`src/rtl/imem_load_arbiter.sv`:
```
// imem_load_arbiter
//   Shares the single program-memory port between the CPU fetch stage and a
//   byte-serial loader. A load stalls the CPU, waits DRAIN_CYCLES for the
//   pipeline to drain, packs incoming bytes little-endian into 32-bit words
//   written from address 0 upward, then releases the CPU with a flush.
//
//   Optional build macro: IMEM_LOAD_CHECKSUM_EN
//     defined   -> checksum output is the XOR of every byte accepted in LOAD
//     undefined -> no checksum register; checksum output is 8'h00
//
//   Loader handshake: byte_stb is a plain strobe, not valid/ready. Each
//   rising edge of byte_stb (seen as byte_stb=1 while its registered copy is
//   0) delivers byte_in in that same cycle. There is no backpressure; edges
//   outside LOAD are dropped without being counted.
//
//   dbg_state exposes the FSM state for checkers: 0=RUN 1=DRAIN 2=LOAD 3=RELEASE.
module imem_load_arbiter #(
    parameter int ADDR_W       = 6,
    parameter int DRAIN_CYCLES = 3
) (
    input  logic              clk,
    input  logic              rst_n,
    input  logic              load_req,
    input  logic [7:0]        byte_in,
    input  logic              byte_stb,
    input  logic [ADDR_W-1:0] fetch_addr,
    input  logic              fetch_req,
    output logic [ADDR_W-1:0] mem_addr,
    output logic [31:0]       mem_wdata,
    output logic              mem_we,
    output logic              mem_re,
    output logic              cpu_stall,
    output logic              cpu_flush,
    output logic              load_busy,
    output logic [ADDR_W:0]   word_count,
    output logic              overflow,
    output logic [7:0]        checksum,
    output logic [1:0]        dbg_state
);

    typedef enum logic [1:0] {
        ST_RUN     = 2'd0,
        ST_DRAIN   = 2'd1,
        ST_LOAD    = 2'd2,
        ST_RELEASE = 2'd3
    } state_t;

    localparam int CNT_W = (DRAIN_CYCLES > 1) ? $clog2(DRAIN_CYCLES) : 1;
    // Memory capacity in words, sized to compare against word_count.
    localparam logic [ADDR_W:0]   WORDS_LP = {1'b1, {ADDR_W{1'b0}}};
    localparam logic [ADDR_W-1:0] ADDR_MAX = '1;

    state_t              state_q, state_d;
    logic [CNT_W-1:0]    drain_cnt_q, drain_cnt_d;
    logic [ADDR_W-1:0]   waddr_q, waddr_d;
    logic [1:0]          k_q, k_d;
    logic [31:0]         asm_q, asm_d;
    logic                stb_q, stb_d;
    logic                mem_we_q, mem_we_d;
    logic [31:0]         mem_wdata_q, mem_wdata_d;
    logic [ADDR_W:0]     word_count_q, word_count_d;
    logic                overflow_q, overflow_d;
`ifdef IMEM_LOAD_CHECKSUM_EN
    logic [7:0]          cks_q, cks_d;
`endif

    logic stb_pulse;
    logic word_done;

    assign stb_pulse = byte_stb & ~stb_q;
    // The fourth byte of a word arriving in LOAD; a write (or overflow) follows.
    assign word_done = (state_q == ST_LOAD) && stb_pulse && (k_q == 2'd3);

    // Next-state, load datapath and bookkeeping.
    always_comb begin
        state_d      = state_q;
        drain_cnt_d  = drain_cnt_q;
        waddr_d      = waddr_q;
        k_d          = k_q;
        asm_d        = asm_q;
        stb_d        = byte_stb;
        mem_we_d     = 1'b0;
        mem_wdata_d  = mem_wdata_q;
        word_count_d = word_count_q;
        overflow_d   = overflow_q;
`ifdef IMEM_LOAD_CHECKSUM_EN
        cks_d        = cks_q;
`endif
        case (state_q)
            ST_RUN: begin
                if (load_req) begin
                    state_d      = ST_DRAIN;
                    drain_cnt_d  = CNT_W'(DRAIN_CYCLES - 1);
                    waddr_d      = '0;
                    k_d          = 2'd0;
                    asm_d        = 32'd0;
                    word_count_d = '0;
                    overflow_d   = 1'b0;
`ifdef IMEM_LOAD_CHECKSUM_EN
                    cks_d        = 8'h00;
`endif
                end
            end
            ST_DRAIN: begin
                if (!load_req) begin
                    state_d = ST_RELEASE;
                end else if (drain_cnt_q == '0) begin
                    state_d = ST_LOAD;
                end else begin
                    drain_cnt_d = drain_cnt_q - CNT_W'(1);
                end
            end
            ST_LOAD: begin
                if (stb_pulse) begin
                    asm_d[{k_q, 3'b000} +: 8] = byte_in;
                    k_d = k_q + 2'd1;
`ifdef IMEM_LOAD_CHECKSUM_EN
                    cks_d = cks_q ^ byte_in;
`endif
                    if (k_q == 2'd3) begin
                        if (word_count_q < WORDS_LP) begin
                            mem_we_d    = 1'b1;
                            mem_wdata_d = asm_d;
                        end else begin
                            overflow_d = 1'b1;
                        end
                    end
                end
                // Bookkeeping for the write being driven this cycle.
                if (mem_we_q) begin
                    word_count_d = word_count_q + (ADDR_W + 1)'(1);
                    if (waddr_q != ADDR_MAX) begin
                        waddr_d = waddr_q + ADDR_W'(1);
                    end
                end
                // Never abandon a write that is scheduled or in flight.
                if (!load_req && !mem_we_q && !word_done) begin
                    state_d = ST_RELEASE;
                end
            end
            ST_RELEASE: begin
                state_d = ST_RUN;
                k_d     = 2'd0;
            end
            default: begin
                state_d = ST_RUN;
            end
        endcase
    end

    // State and datapath registers, cleared asynchronously.
    always_ff @(posedge clk or negedge rst_n) begin
        if (!rst_n) begin
            state_q      <= ST_RUN;
            drain_cnt_q  <= '0;
            waddr_q      <= '0;
            k_q          <= 2'd0;
            asm_q        <= 32'd0;
            stb_q        <= 1'b0;
            mem_we_q     <= 1'b0;
            mem_wdata_q  <= 32'd0;
            word_count_q <= '0;
            overflow_q   <= 1'b0;
`ifdef IMEM_LOAD_CHECKSUM_EN
            cks_q        <= 8'h00;
`endif
        end else begin
            state_q      <= state_d;
            drain_cnt_q  <= drain_cnt_d;
            waddr_q      <= waddr_d;
            k_q          <= k_d;
            asm_q        <= asm_d;
            stb_q        <= stb_d;
            mem_we_q     <= mem_we_d;
            mem_wdata_q  <= mem_wdata_d;
            word_count_q <= word_count_d;
            overflow_q   <= overflow_d;
`ifdef IMEM_LOAD_CHECKSUM_EN
            cks_q        <= cks_d;
`endif
        end
    end

    // Fetch passes straight through only in RUN; otherwise the loader owns the port.
    assign mem_addr   = (state_q == ST_RUN) ? fetch_addr : waddr_q;
    assign mem_re     = (state_q == ST_RUN) && fetch_req;
    assign mem_we     = mem_we_q;
    assign mem_wdata  = mem_wdata_q;
    assign cpu_stall  = (state_q != ST_RUN);
    assign cpu_flush  = (state_q == ST_LOAD) || (state_q == ST_RELEASE);
    assign load_busy  = (state_q == ST_LOAD);
    assign word_count = word_count_q;
    assign overflow   = overflow_q;
    assign dbg_state  = state_q;
`ifdef IMEM_LOAD_CHECKSUM_EN
    assign checksum   = cks_q;
`else
    assign checksum   = 8'h00;
`endif

endmodule

```
`config.mk`:
```
export PLATFORM = sky130hd
export DESIGN_NAME = imem_load_arbiter
export DESIGN_NICKNAME = d
export VERILOG_FILES = /design/src/rtl/imem_load_arbiter.sv
export SDC_FILE = /design/constraint.sdc
export NUM_CORES = 1
export LEC_CHECK = 0
export CORE_MARGIN = 2
export CORE_UTILIZATION = 55
export DETAILED_ROUTE_END_ITERATION = 7
export DONT_BUFFER_PORTS = 1
export MAX_ROUTING_LAYER = met4
export PLACE_DENSITY = 0.7
export RECOVER_POWER = 100
export SETUP_SLACK_MARGIN = 0.15
export SLEW_MARGIN = 0
export SYNTH_ARGS = -nofsm -noshare
export SYNTH_HDL_FRONTEND = slang
export SYNTH_SLANG_ARGS = --single-unit
```
`constraint.sdc`:
```
create_clock -name clk -period 2.1 [get_ports clk]
set_input_delay 0.42 -clock clk [delete_from_list [all_inputs] [get_ports clk]]
set_output_delay 0.42 -clock clk [all_outputs]
set_load 0.02 [all_outputs]
```
# == Yosys cells after proc, flatten, opt, wreduce, memory -nomap -nowiden ==
# Index checks and enable logic that the tools add are counted.
# totals
regBits,86
latch_bits,0
ram_bits,0
rom_bits,0
input_bits,19
output_inout_bits,61
wordCells,91
n_memories,0
# classes
addsub,5
n_mul,0
n_div,0
magnitude_cmp,1
n_eq_ne,15
shift,2
n_mux,33
bitwise_logic,2
n_reduce_logical,23
# ops
cell,count
32-bit two-way mux,2
32-bit one-hot mux with 2 select lines,1
32-bit bitwise mux,1
"8-bit by 7-bit variable shift with 32-bit output, first input constant",1
8-bit by 7-bit indexed part select with 32-bit output,1
6-bit two-way mux,4
2-bit two-way mux,9
7-bit two-way mux,2
7-bit one-hot mux with 2 select lines,1
6-bit one-hot mux with 2 select lines,1
3-bit AND reduction,4
4-bit AND reduction,3
"2-bit by 1-bit != test with 1-bit output, second input constant",5
1-bit two-way mux,8
"2-bit != test, second input constant",4
2-bit one-hot mux with 4 select lines,1
"7-bit by 1-bit adder with 7-bit output, second input constant",1
"7-bit < comparator, second input constant",1
5-bit negation with 7-bit output,1
"6-bit by 1-bit adder with 6-bit output, second input constant",1
"2-bit == test, second input constant",3
"6-bit != test, second input constant",1
2-bit one-hot mux with 3 select lines,1
2-bit nonzero test,3
14 further kinds,21

# == Logic depth before layout (Yosys ltp) ==
# logic_depth
word_depth,8
depth_mapped,9

# == Worst setup path before layout ==
# No wires, ideal clock.
# synth_timing
path_kind,flip-flop to output port
from,register state_q[0] (netlist: dbg_state[0])
to,output mem_addr[1]
t_arrival_ns,1.680
path_slack_ns,0.000
path_stages_with_launch,6
cell_sequence,dfrtp_1 -> inv_1 -> ha_1 -> buf_4 -> clkbuf_1 -> o21ai_0
# synth_via
elab_chain_len,2
# synth_lines
item,line,rtl
start: declaration,53,"state_t state_q, state_d;"
start signal: assignment,168,state_q <= state_d;
2-bit zero test,185,assign mem_addr = (state_q == ST_RUN) ? fetch_addr : waddr_q;
6-bit two-way mux,185,
end: declaration,28,"output logic [ADDR_W-1:0] mem_addr,"
# Every way passes these cells.

# == Final worst setup path ==
# layout_timing
from,register state_q[0] (netlist: dbg_state[0])
to,output cpu_flush
# layout_via
elab_chain_len,2
# layout_lines
item,line,rtl
2-bit == test,190,assign cpu_flush = (state_q == ST_LOAD) || (state_q == ST_RELEASE);
1-bit logical OR *,190,
end: declaration,33,"output logic cpu_flush,"
# Mark *: on every way between the ends. The rest lies on a longest branch, timed or not.

==> flow_metrics.env <==
export IMPL_dr_pass1_iters=4
export IMPL_finalCritPeriodShare_pct=94.1
export IMPL_numCtsBuffers=9
export IMPL_hold_worst_slack_ns=-0.250
export IMPL_clock_root_buffer="clkbuf_8"
export IMPL_cp_arrival_ns=1.56
export IMPL_synth_ff_type="dfrtp_1"
export IMPL_ys_ff_latch=86
export IMPL_remaining_drc_errors=0
export IMPL_cap_violations=0
export IMPL_dp_slack_ns=0.0377
export IMPL_initial_utilization_pct=56.3
export IMPL_drive_gt1_share_pct=14.4
export IMPL_grt_use_met1_pct=31.6
export IMPL_core_um2=7650
export IMPL_synthArstFlopShare_pct=100
export IMPL_hold_path_class="primary input to async pin"
export IMPL_grt_pass1_vias=3121
export IMPL_clock_sink_count=86
export IMPL_fin_crit_ns=1.98
export IMPL_critical_path_class="flop to output port"
export IMPL_grt_max_degree=87
export IMPL_avgSynthCellArea_um2=9.84
export IMPL_gp_congestion=0.889
export IMPL_setup_viol=0
export IMPL_grt_busiest_layer="met2"
export IMPL_synthToLayoutAreaGrowth_pct=10.3
export IMPL_cp_max_fo=5
export IMPL_critPathRequiredTime_ns=1.68
export IMPL_setup_ws_ns=0.124
export IMPL_vias_per_cell=5.76
export IMPL_place_inst=528
export IMPL_yosys_warnings=0
export IMPL_yosysSeqAreaShare_pct=50.0
export IMPL_drv_slew=0
export IMPL_power_density_nw_per_um2=1070
export IMPL_ios=80
export IMPL_reg2regPathDepth=7
export IMPL_crit_slowest_cell="dfrtp_2"
export IMPL_use_met3_pct=4.72
export IMPL_violations="hold timing"
export IMPL_port_buffers=0
export IMPL_syn_area_um2=4300
export IMPL_rsz0062_at_grt="true"
export IMPL_antenna_found_initial=0
export IMPL_fin_tns_setup_ns=0
export IMPL_track_usage_pct=23.7
export IMPL_fin_nets=477
export IMPL_die_h_um=92.4
export IMPL_stdcell_count=552
export IMPL_cts_tree="yes"
export IMPL_peakVddDrop_uv=990
export IMPL_via_count=3177
export IMPL_wire_per_inst_um=17.2
export IMPL_clock_path_buffers=2
export IMPL_total_power_w=0.00510
export IMPL_synth_edf_count=0
export IMPL_hold_violations=86
export IMPL_clock_latency_ns=0.35
export IMPL_htree_levels=3
export IMPL_placementRows=32
export IMPL_use_met2_pct=36.6
export IMPL_crit_chain="clkbuf_1 > ha_1 > or2_4"
export IMPL_cp_start_kind="flop"
export IMPL_die_width_um=92.4
export IMPL_grt_overflow=0
export IMPL_synth_cell_types=45
export IMPL_leakagePower_nw=2.19
export IMPL_die_area_um2=8540
export IMPL_finClkSkew_ns=0.00344
export IMPL_grt_pass1_wl_mm=15.4
export IMPL_num_antenna_cells=0
export IMPL_wirelength_mm=9.48
export IMPL_hpwl_mm=6.36
export IMPL_slowest_delay_ns=0.43
export IMPL_endpoint_kind="output port"
export IMPL_antenna_left=0
export IMPL_clk_pin_slew_ns=0.09
export IMPL_synth_cells=437
export IMPL_status="complete, but fails checks"
export IMPL_drt_iter0_drc=243
export IMPL_utilization_pct=62.0
export IMPL_fmax_mhz=506
cell type report:
type / count / area [µm²]
well taps: 102 / 128
clock buffers: 11 / 141
fillers: 646 / 2900
flip-flops and latches: 86 / 2150
multi-input cells: 306 / 1970
repair buffers: 29 / 219
clock inverters: 5 / 81.3
inverters: 13 / 51.3
path summary, 6_finish.rpt:
path / startpoint / endpoint / slack [ns]
max: dbg_state[0] / cpu_flush / 0.12
min reg2reg: asm_q[2] / asm_q[2] / 0.50
min in group clk: byte_stb / stb_q / 0.09
min: rst_n / mem_wdata[27] / -0.25
max reg2reg: dbg_state[1] / word_count[5] / 0.19
max in group asynchronous: rst_n / dbg_state[0] / 2.23
cell usage after synthesis, types with 4 or more instances:
cell	n	area, µm²
dfrtp_1	86	2150
nand2_1	50	188
o21ai_0	43	215
a21oi_1	40	200
a22o_1	35	307
nor2b_1	35	219
buf_2	14	70.1
ha_1	13	163
inv_1	13	48.8
buf_4	11	82.6
nand3_1	10	50.1
clkbuf_1	7	26.3
nand2b_1	7	43.8
buf_1	6	22.5
a21o_1	5	37.5
and2_1	5	31.3
and2b_1	5	37.5
mux2_2	5	56.3
nor2_1	5	18.8
mux2i_1	4	40.0
sequential cells by signal, indices dropped and copies added (netlist names):
name         count
asm_q           32
mem_wdata       32
word_count       7
waddr_q          6
dbg_state        2
drain_cnt_q      2
k_q              2
mem_we           1
overflow         1
stb_q            1
layer usage:
metal,vias up,part of all wire [%]
met2,83,48
met3,7,5.1
met5,-,0
li1,1521,-
met1,1566,46
met4,0,0.86
critical path: cells and delay by family, from the launching register on:
family        cells  cell delay (ns)
fa+ha+maj         1             0.27
simple gates      1             0.26
flops             1             0.43
buf+inv           1             0.24
power breakdown:
| group | switching (W) | total, W | internal [W] | leakage (nW) |
|---|---|---|---|---|
| logic | 0.00105 | 0.00184 | 0.000787 | 0.898 |
| registers | 0.000135 | 0.00194 | 0.00180 | 1.18 |
| clock network | 0.000612 | 0.00132 | 0.000706 | 0.110 |
| total | 0.00180 | 0.00510 | 0.00330 | 2.19 |
placed cells by master, fill, tap and decap left out, types with 5 or more instances in the layout:
cell,n
dfrtp_1,84
nand2_1,50
o21ai_0,43
a21oi_1,40
a22o_1,35
nor2b_1,33
buf_4,20
inv_1,10
nand3_1,10
ha_1,10
clkbuf_8,10
conb_1,8
nand2b_1,7
mux2_4,5
mux2i_1,5
a21o_1,5
nor2_1,5
and2b_1,5
clkbuf_1,5
stage by stage:
stage | hold WS (ns) | cell area [µm²]
finish | -0.250 | 4740
global route | -0.263 | 4740
CTS | -0.263 | 4720
detailed placement | 0.127 | 4400
global placement | 0.127 | 4400
floorplan | 0.124 | 4330
cells by family after synthesis:
group / synth area share (%)
multiplexers: 2.56
other: 0.0872
flip-flops: 50.0
buffers and inverters: 6.08
adder cells (fa/ha/maj): 3.78
AO/OA/AOI/OAI: 20.3
AND/OR/NAND/NOR: 17.1
timing repair:
item                       in CTS  in global routing
pin swaps                       2                  2
setup endpoints to repair      57                 71
buffers inserted                4                  4
hold endpoints to repair       86                 86
resized for setup              18                 12
No activity file was read; power rests on OpenSTA's default activity.
